[config.mk]
export PLATFORM = sky130hd
export DESIGN_NAME = spi_master
export DESIGN_NICKNAME = d
export VERILOG_FILES = /design/src/rtl/spi_pkg.sv /design/src/rtl/spi_clk_div.sv /design/src/rtl/spi_master.sv
export SDC_FILE = /design/constraint.sdc
export NUM_CORES = 1
export LEC_CHECK = 0
export ABC_AREA = 1
export CAP_MARGIN = 15
export CORE_MARGIN = 2
export CORE_UTILIZATION = 52
export CTS_CLUSTER_SIZE = 16
export DETAILED_ROUTE_END_ITERATION = 8
export GPL_ROUTABILITY_DRIVEN = 0
export PLACE_DENSITY_LB_ADDON = 0.25
export SLEW_MARGIN = 20
export SYNTH_ARGS = -nofsm -noshare
export SYNTH_HDL_FRONTEND = slang
export SYNTH_SLANG_ARGS = --single-unit
[constraint.sdc]
create_clock -name Clk_i -period 1.75 [get_ports Clk_i]
set_input_delay 0.35 -clock Clk_i [delete_from_list [all_inputs] [get_ports Clk_i]]
set_output_delay 0.35 -clock Clk_i [all_outputs]
set_load 0.005 [all_outputs]
[src/rtl/spi_pkg.sv]
// Shared constants and FSM state type for the SPI master/slave subsystem.
package spi_pkg;

  localparam int DATA_W = 8;
  localparam int NUM_SS = 2;
  // Wide enough to hold the value DATA_W itself (bits-done counter).
  localparam int BIT_CW = $clog2(DATA_W + 1);

  typedef enum logic [2:0] {
    ST_IDLE,
    ST_LEAD,
    ST_HIGH,
    ST_LOW,
    ST_TRAIL
  } spi_state_e;

endpackage

[src/rtl/spi_clk_div.sv]
// SCK half-period divider: emits a one-cycle tick every SCK_HALF clocks.
// Held in reload while restart is high so each phase starts on a full count.
module spi_clk_div #(
  parameter int SCK_HALF = 2
) (
  input  logic Clk_i,
  input  logic Rst_ni,
  input  logic restart,
  output logic tick
);

  localparam int CW = (SCK_HALF > 1) ? $clog2(SCK_HALF) : 1;
  localparam logic [CW-1:0] RELOAD = CW'(SCK_HALF - 1);

  logic [CW-1:0] cnt;

  // Down-counter; reloads on restart or when it reaches zero.
  always_ff @(posedge Clk_i or negedge Rst_ni) begin
    if (!Rst_ni) begin
      cnt <= RELOAD;
    end else if (restart || tick) begin
      cnt <= RELOAD;
    end else begin
      cnt <= cnt - CW'(1);
    end
  end

  assign tick = (cnt == '0);

endmodule

[src/rtl/spi_master.sv]
// SPI mode-0 master: one 8-bit MSB-first full-duplex transfer per strobe,
// with a single-entry holding register so one request can queue behind a
// running transfer.
module spi_master
  import spi_pkg::*;
#(
  parameter int SCK_HALF = 2
) (
  input  logic              Clk_i,
  input  logic              Rst_ni,
  input  logic [DATA_W-1:0] ToXmit_i,
  input  logic              Strobe_i,
  input  logic [NUM_SS-1:0] Ss_i,
  output logic [DATA_W-1:0] Rcvd_o,
  output logic              Ready_o,
  output logic              XmitFull_o,
  output logic              Busy_o,
  input  logic              Miso_i,
  output logic              Mosi_o,
  output logic              Sck_o,
  output logic [NUM_SS-1:0] Ss_o
);

  spi_state_e state_q, state_d;

  logic              strobe_p1, strobe_p2;
  logic              strobe_rise;
  logic              accept;
  logic [DATA_W-1:0] hold_data;
  logic [NUM_SS-1:0] hold_ss;
  logic [DATA_W-2:0] tx_sr;
  logic [DATA_W-1:0] rx_sr;
  logic [BIT_CW-1:0] bit_cnt;
  logic              tick;
  logic              load, sample, shift_out, sck_up, finish;

  assign strobe_rise = strobe_p1 & ~strobe_p2;
  assign accept      = strobe_rise & ~XmitFull_o;

  spi_clk_div #(.SCK_HALF(SCK_HALF)) u_clk_div (
    .Clk_i  (Clk_i),
    .Rst_ni (Rst_ni),
    .restart(state_q == ST_IDLE),
    .tick   (tick)
  );

  // FSM state register.
  always_ff @(posedge Clk_i or negedge Rst_ni) begin
    if (!Rst_ni) state_q <= ST_IDLE;
    else         state_q <= state_d;
  end

  // Next-state logic and per-cycle action strobes.
  always_comb begin
    state_d   = state_q;
    load      = 1'b0;
    sample    = 1'b0;
    shift_out = 1'b0;
    sck_up    = 1'b0;
    finish    = 1'b0;
    unique case (state_q)
      ST_IDLE: begin
        if (XmitFull_o) begin
          state_d = ST_LEAD;
          load    = 1'b1;
        end
      end
      ST_LEAD: begin
        if (tick) begin
          state_d = ST_HIGH;
          sck_up  = 1'b1;
        end
      end
      ST_HIGH: begin
        // Sample on the last HIGH cycle to absorb slave synchronizer delay.
        if (tick) begin
          state_d   = ST_LOW;
          sample    = 1'b1;
          shift_out = 1'b1;
        end
      end
      ST_LOW: begin
        if (tick) begin
          if (bit_cnt == BIT_CW'(DATA_W)) begin
            state_d = ST_TRAIL;
          end else begin
            state_d = ST_HIGH;
            sck_up  = 1'b1;
          end
        end
      end
      ST_TRAIL: begin
        if (tick) begin
          state_d = ST_IDLE;
          finish  = 1'b1;
        end
      end
      default: state_d = ST_IDLE;
    endcase
  end

  // Control and bus outputs: strobe edge detect, handshake flags, SCK/MOSI/SS.
  always_ff @(posedge Clk_i or negedge Rst_ni) begin
    if (!Rst_ni) begin
      strobe_p1  <= 1'b0;
      strobe_p2  <= 1'b0;
      XmitFull_o <= 1'b0;
      Busy_o     <= 1'b0;
      Ready_o    <= 1'b0;
      Rcvd_o     <= '0;
      Ss_o       <= '0;
      Mosi_o     <= 1'b0;
      Sck_o      <= 1'b0;
      bit_cnt    <= '0;
    end else begin
      strobe_p1 <= Strobe_i;
      strobe_p2 <= strobe_p1;
      if (load)        XmitFull_o <= 1'b0;
      else if (accept) XmitFull_o <= 1'b1;
      if (load) begin
        Busy_o  <= 1'b1;
        Ready_o <= 1'b0;
        Ss_o    <= hold_ss;
        Mosi_o  <= hold_data[DATA_W-1];
        bit_cnt <= '0;
      end else if (finish) begin
        Busy_o  <= 1'b0;
        Ready_o <= 1'b1;
        Ss_o    <= '0;
        Mosi_o  <= 1'b0;
        Rcvd_o  <= rx_sr;
      end else if (shift_out) begin
        Mosi_o  <= tx_sr[DATA_W-2];
        bit_cnt <= bit_cnt + BIT_CW'(1);
      end
      if (sck_up)         Sck_o <= 1'b1;
      else if (shift_out) Sck_o <= 1'b0;
    end
  end

  // Data registers: holding register and shifters carry no reset.
  always_ff @(posedge Clk_i) begin
    if (accept) begin
      hold_data <= ToXmit_i;
      hold_ss   <= Ss_i;
    end
    if (load)           tx_sr <= hold_data[DATA_W-2:0];
    else if (shift_out) tx_sr <= {tx_sr[DATA_W-3:0], 1'b0};
    if (sample)         rx_sr <= {rx_sr[DATA_W-2:0], Miso_i};
  end

endmodule

# Yosys cells after proc, flatten, opt, wreduce, memory -nomap -nowiden

Index checks and enable logic that the tools add are counted.

Flip-flop bits (word level): 50
Latch bits: 0
RAM bits: 0
ROM bits: 0
Input bits: 14
Output and inout port bits: 15
Logic and storage cells: 79
Memories kept: 0

Add/sub/neg operators: 2
$mul: 0
Div/mod/pow operators: 0
Magnitude comparators: 0
Eq/ne operators: 11
Shift-type cells: 0
Muxes and demuxes: 34
Bitwise operators: 6
Reduce and logical (&&, ||, !) cells: 10

Operators with widths:

| kind                                          | number |
|---|---|
| two-way mux 1 bit                             | 19 |
| two-way mux 3 bit                             | 6 |
| case mux 3 bit (5 select lines)               | 1 |
| two-way mux 7 bit                             | 2 |
| two-way mux 4 bit                             | 3 |
| inequality test 2 bit, second input constant  | 6 |
| nonzero test 2 bit                            | 4 |
| == test 3 x 2 -> 1 bit, second input constant | 2 |
| AND reduction 5 bit                           | 1 |
| adder 4 x 1 -> 4 bit, second input constant   | 1 |
| == test 4 bit, second input constant          | 1 |
| two-way mux 2 bit                             | 2 |
| inverter 1 bit                                | 4 |
| AND reduction 2 bit                           | 2 |
| == test 3 x 1 -> 1 bit, second input constant | 1 |
| == test 3 bit, second input constant          | 1 |
| logical NOT 3 bit                             | 1 |
| nonzero test 3 bit                            | 1 |
| AND 1 bit                                     | 2 |
| case mux 1 bit (2 select lines)               | 1 |
| logical OR 1 bit                              | 1 |
| subtractor 1 bit, second input constant       | 1 |

# Longest topological paths before layout

Gate-level depths: netlist of the first run.

Depth in word-level cells: 5
Gate-level depth with buffers: 7
Gate-level depth less buffers: 7

# Modules after synthesis

A second synthesis of the first run with hierarchy kept.

Cells, all modules: 169
Area, all modules: 1949.4 µm²

By module, submodules not included:

| module      | times used | cells an instance | area each (µm²) |
|---|---|---|---|
| spi_master  | 1          | 165               | 1911.8 |
| spi_clk_div | 1          | 4                 | 37.5 |

# Least setup slack after synthesis of the first run

Ideal clock, no wire load.

Path type: flip-flop to flip-flop
From: register XmitFull_o
To: register hold_data[0], enable pin
Library setup time: 0.376 ns
Data arrival time: 0.907 ns
Required time: 1.374 ns
Path slack: 0.467 ns
Stages on the path, launching flop included: 2
Buffers on the path: 0
Clock period less this slack: 1.283 ns
Cell sequence: dfrtp_1 > nor2_1

Word-level cells in the longest chain between the ends: 2

Ends and longest elaborated chain:

| item                   | RTL line          | RTL |
|---|---|---|
| from (decl)            | spi_master.sv:16  | `output logic XmitFull_o,` |
| from (signal assigned) | spi_master.sv:107 | `XmitFull_o <= 1'b0;` |
| from (signal assigned) | spi_master.sv:118 | `if (load) XmitFull_o <= 1'b0;` |
| from (signal assigned) | spi_master.sv:119 | `else if (accept) XmitFull_o <= 1'b1;` |
| inverter 1 bit         | spi_master.sv:38  | `assign accept = strobe_rise & ~XmitFull_o;` |
| AND 1 bit              | spi_master.sv:38  |  |
| net accept             | spi_master.sv:28  | `logic accept;` |
| to (signal assigned)   | spi_master.sv:144 | `hold_data <= ToXmit_i;` |
| to (decl)              | spi_master.sv:29  | `logic [DATA_W-1:0] hold_data;` |

The timed path passes the listed nets, and every way through them passes these cells.
A chain may end at the register's enable or synchronous reset.

# Worst setup path in the final report of the first run

From: register XmitFull_o
To: output port XmitFull_o

No word-level cell between the ends.

==> key figures, run 1 <==
GRT
  – First-pass GRT wire length: 5.62 mm
  – Antenna violations before repair: 0
  – Vias in the first global route: 1,225
  – Tot GR Track Use: 18.7%
  – Congestion Overflow GR: 0
  – Largest net degree at the start of global routing: 26

Critical path
  – Slowest cell delay on critical path: 0.53 ns
  – R2R cell count: 3
  – Crit path max fanout: 4
  – Path length in cells of the critical path: 1
  – Crit path buffers/inverters: 1
  – Slowest stage cell on the critical path: clkdlybuf4s50_1
  – Critical setup path kind: reg -> out
  – Largest delay share family, worst path: buffers and inverters
  – Worst path cell trace: clkdlybuf4s50_1
  – Worst EP arrival: 1.27 ns
  – CP Capture Type: primary output
  – Critical path required time: 1.40 ns
  – CP startpoint kind: flop

Die
  – I/O Pins: 29
  – Initial Util: 53.3%
  – Core box area: 3610 um^2
  – Die area: 4200 um^2
  – Die H: 64.8 um
  – Row count: 22
  – Die Wd: 64.8 um

Final layout
  – Diodes inserted: 0
  – Fin util: 65.7%
  – Layout cells sized above 1: 9.31%
  – Commonest non-fill, non-tap cell in the layout: nand2_1
  – Final net count: 219
  – Commonest non-fill, non-tap cells in the layout: nand2_1, clkdlybuf4s50_1, edfxtp_1
  – Syn-to-layout area delta: 23.2%

Routing
  – Initial DRT Pass Iterations: 4
  – Wire per inst: 13.4 um
  – Via count: 1,245
  – Final wirelength: 3.39 mm
  – DRT iter0 DRCs: 65
  – Number of routed nets with antenna violations: 0
  – Via density: 4.94
  – DRC: 0

Clock network
  – Post-CTS Resized: 0
  – Clk sinks: 50
  – Htree depth: 2
  – Setup Buffers After CTS: 0
  – Clock-pin slew on the worst setup and hold paths: 0.09 ns
  – CTS buffer count: 5
  – Clock root buffer master: clkbuf_8
  – CTS Buffer Depth: 2
  – Clk_lat worst skew: 0.31 ns
  – CTS tree: yes
  – CTS Hold Buffers Added: 0

Placed design
  – Detailed Place HPWL: 2.29 mm
  – Count of input and output buffers: 28

Logic synthesis
  – Asr flop ratio synth: 50.0%
  – Top cell type's share of synthesized area: 39.0%
  – Post-synth cell types: 21
  – Largest cells by area after synthesis: edfxtp_1, dfrtp_1, nand2_1
  – Cell accounting for the most synthesized area: edfxtp_1
  – Post-synth EDFFs: 25
  – Warning count from the yosys run: 0
  – FF+latch count, synth: 50
  – Cell area after synthesis: 1920 um^2
  – Ys flop type: edfxtp_1
  – Mean Syn Cell Area: 11.4 um^2
  – Synth Instances: 168
  – Sequential fraction of the synthesis area: 71.6%
  – Syn Nets: 184

Timing
  – # setup viols final: 0
  – Endpoints failing hold: 0
  – Worst Clk Skew: 0.00728 ns
  – Final Slew Violations: 0
  – Relative slew slack: 76.0%
  – Setup tns final: 0 ns
  – Slew @ Worst Pin: 0.359 ns
  – Final Critical Period: 1.62 ns
  – Final period util: 92.8%
  – Max Clock Freq: 616 MHz
  – Unrepaired setup endpoints after global routing: no

Pwr
  – NetSw: 1.14 mW
  – Max VDD drop: 0.000954 V
  – Clock share of power: 21.4%
  – PwrDens: 1470 nW/um^2
  – Comb power frac: 26.8%
  – Reg power frac: 51.8%
  – Internal Power: 2.34 mW
  – Total leakage power: 1.07 nW
  – Switching Fraction: 32.8%

Min path
  – Hold Crit Class: in -> async

Job
  – Max cap viols: 0

Outcome
  – Status: completed
## flip-flops by register name, indices dropped and copies added (netlist names)
register	flops
tx_sr	7
u_clk_div.cnt	1
strobe_p1	1
Busy_o	1
hold_ss	2
Ready_o	1
state_q	3
strobe_p2	1
Mosi_o	1
bit_cnt	4
Sck_o	1
Rcvd_o	8
hold_data	8
Ss_o	2
XmitFull_o	1
rx_sr	8
## stage by stage
step                      total power [mW]  worst slack, ns  area [um^2]  hold slack (ns)  std cells
final                                 3.49            0.126         2370            0.399        252
after detailed placement              2.75            0.324         2260            0.406        244
after global routing                  3.71           0.0772         2370            0.440        252
after floorplan                       2.40            0.467         1920           0.0544        168
after global placement                2.69            0.393         2260            0.388        244
after CTS                             3.51            0.116         2370            0.413        252
## power groups by stage
stage / Clock, mW / Sequential [mW] / Combinational [mW]
6_report: 0.746 / 1.81 / 0.935
3_5_place_dp: 0 / 1.83 / 0.923
2_1_floorplan: 0 / 1.79 / 0.612
5_1_grt: 0.808 / 1.84 / 1.06
4_1_cts: 0.761 / 1.81 / 0.939
3_3_place_gp: 0 / 1.81 / 0.875
## area by class of cell
| class | instances | area [um^2] |
|---|---|---|
| clock inverter | 1 | 7.51 |
| clock buffer | 7 | 97.6 |
| sequential | 50 | 1380 |
| multi-input combinational | 104 | 483 |
| tap | 48 | 60.1 |
| timing repair buffer | 30 | 295 |
| fill | 297 | 1240 |
| inverter | 12 | 47.5 |
## routing by layer
layer,up-vias,part of all wire [%],global-route usage [%]
li1,616,-,-
met1,592,44,23.1
met2,31,49,29.3
met3,6,4.9,5.73
met4,0,2.3,10.4
met5,-,0,0
## worst paths after layout
kind | startpoint | to | slack [ns]
min in group Clk_i | strobe_p1 | strobe_p2 | 0.42
max reg2reg | state_q[0] | rx_sr[0] | 0.34
min reg2reg | strobe_p1 | strobe_p2 | 0.42
max in group asynchronous | Rst_ni | u_clk_div.cnt | 1.05
max | XmitFull_o | XmitFull_o | 0.13
min | Rst_ni | Rcvd_o[6] | 0.40
## cells by family after synthesis
group | count (synthesis) | synth area share, %
compound gates | 7 | 1.95
xor+xnor | 2 | 0.911
fa+ha+maj | 2 | 1.30
buf+inv | 14 | 3.25
flops | 50 | 71.6
simple gates | 93 | 21.0
## synthesized netlist by cell type (all sizes together), types with 2 or more instances
| master | number |
|---|---|
| nor2 | 7 |
| edfxtp | 25 |
| ha | 2 |
| nand2 | 73 |
| nand3 | 13 |
| buf | 2 |
| o21ai | 4 |
| a21oi | 2 |
| inv | 12 |
| dfrtp | 24 |
## worst register-to-register path, cell delays in order (launching register included)
cell     delay, ns
dfrtp_1       0.45
nor2_4        0.19
nand3_2       0.13
inv_1         0.31
(Power assumes the default switching activity.)
==> inputs of run 2 (changes only) <==
--- a/config.mk
+++ b/config.mk
@@ -13,7 +13,6 @@
 export DETAILED_ROUTE_END_ITERATION = 8
 export GPL_ROUTABILITY_DRIVEN = 0
 export PLACE_DENSITY_LB_ADDON = 0.25
-export SLEW_MARGIN = 20
 export SYNTH_ARGS = -nofsm -noshare
 export SYNTH_HDL_FRONTEND = slang
 export SYNTH_SLANG_ARGS = --single-unit
==> results of run 2 <==
Same layout as run 1: the final DEF is identical, and so are final timing and power.
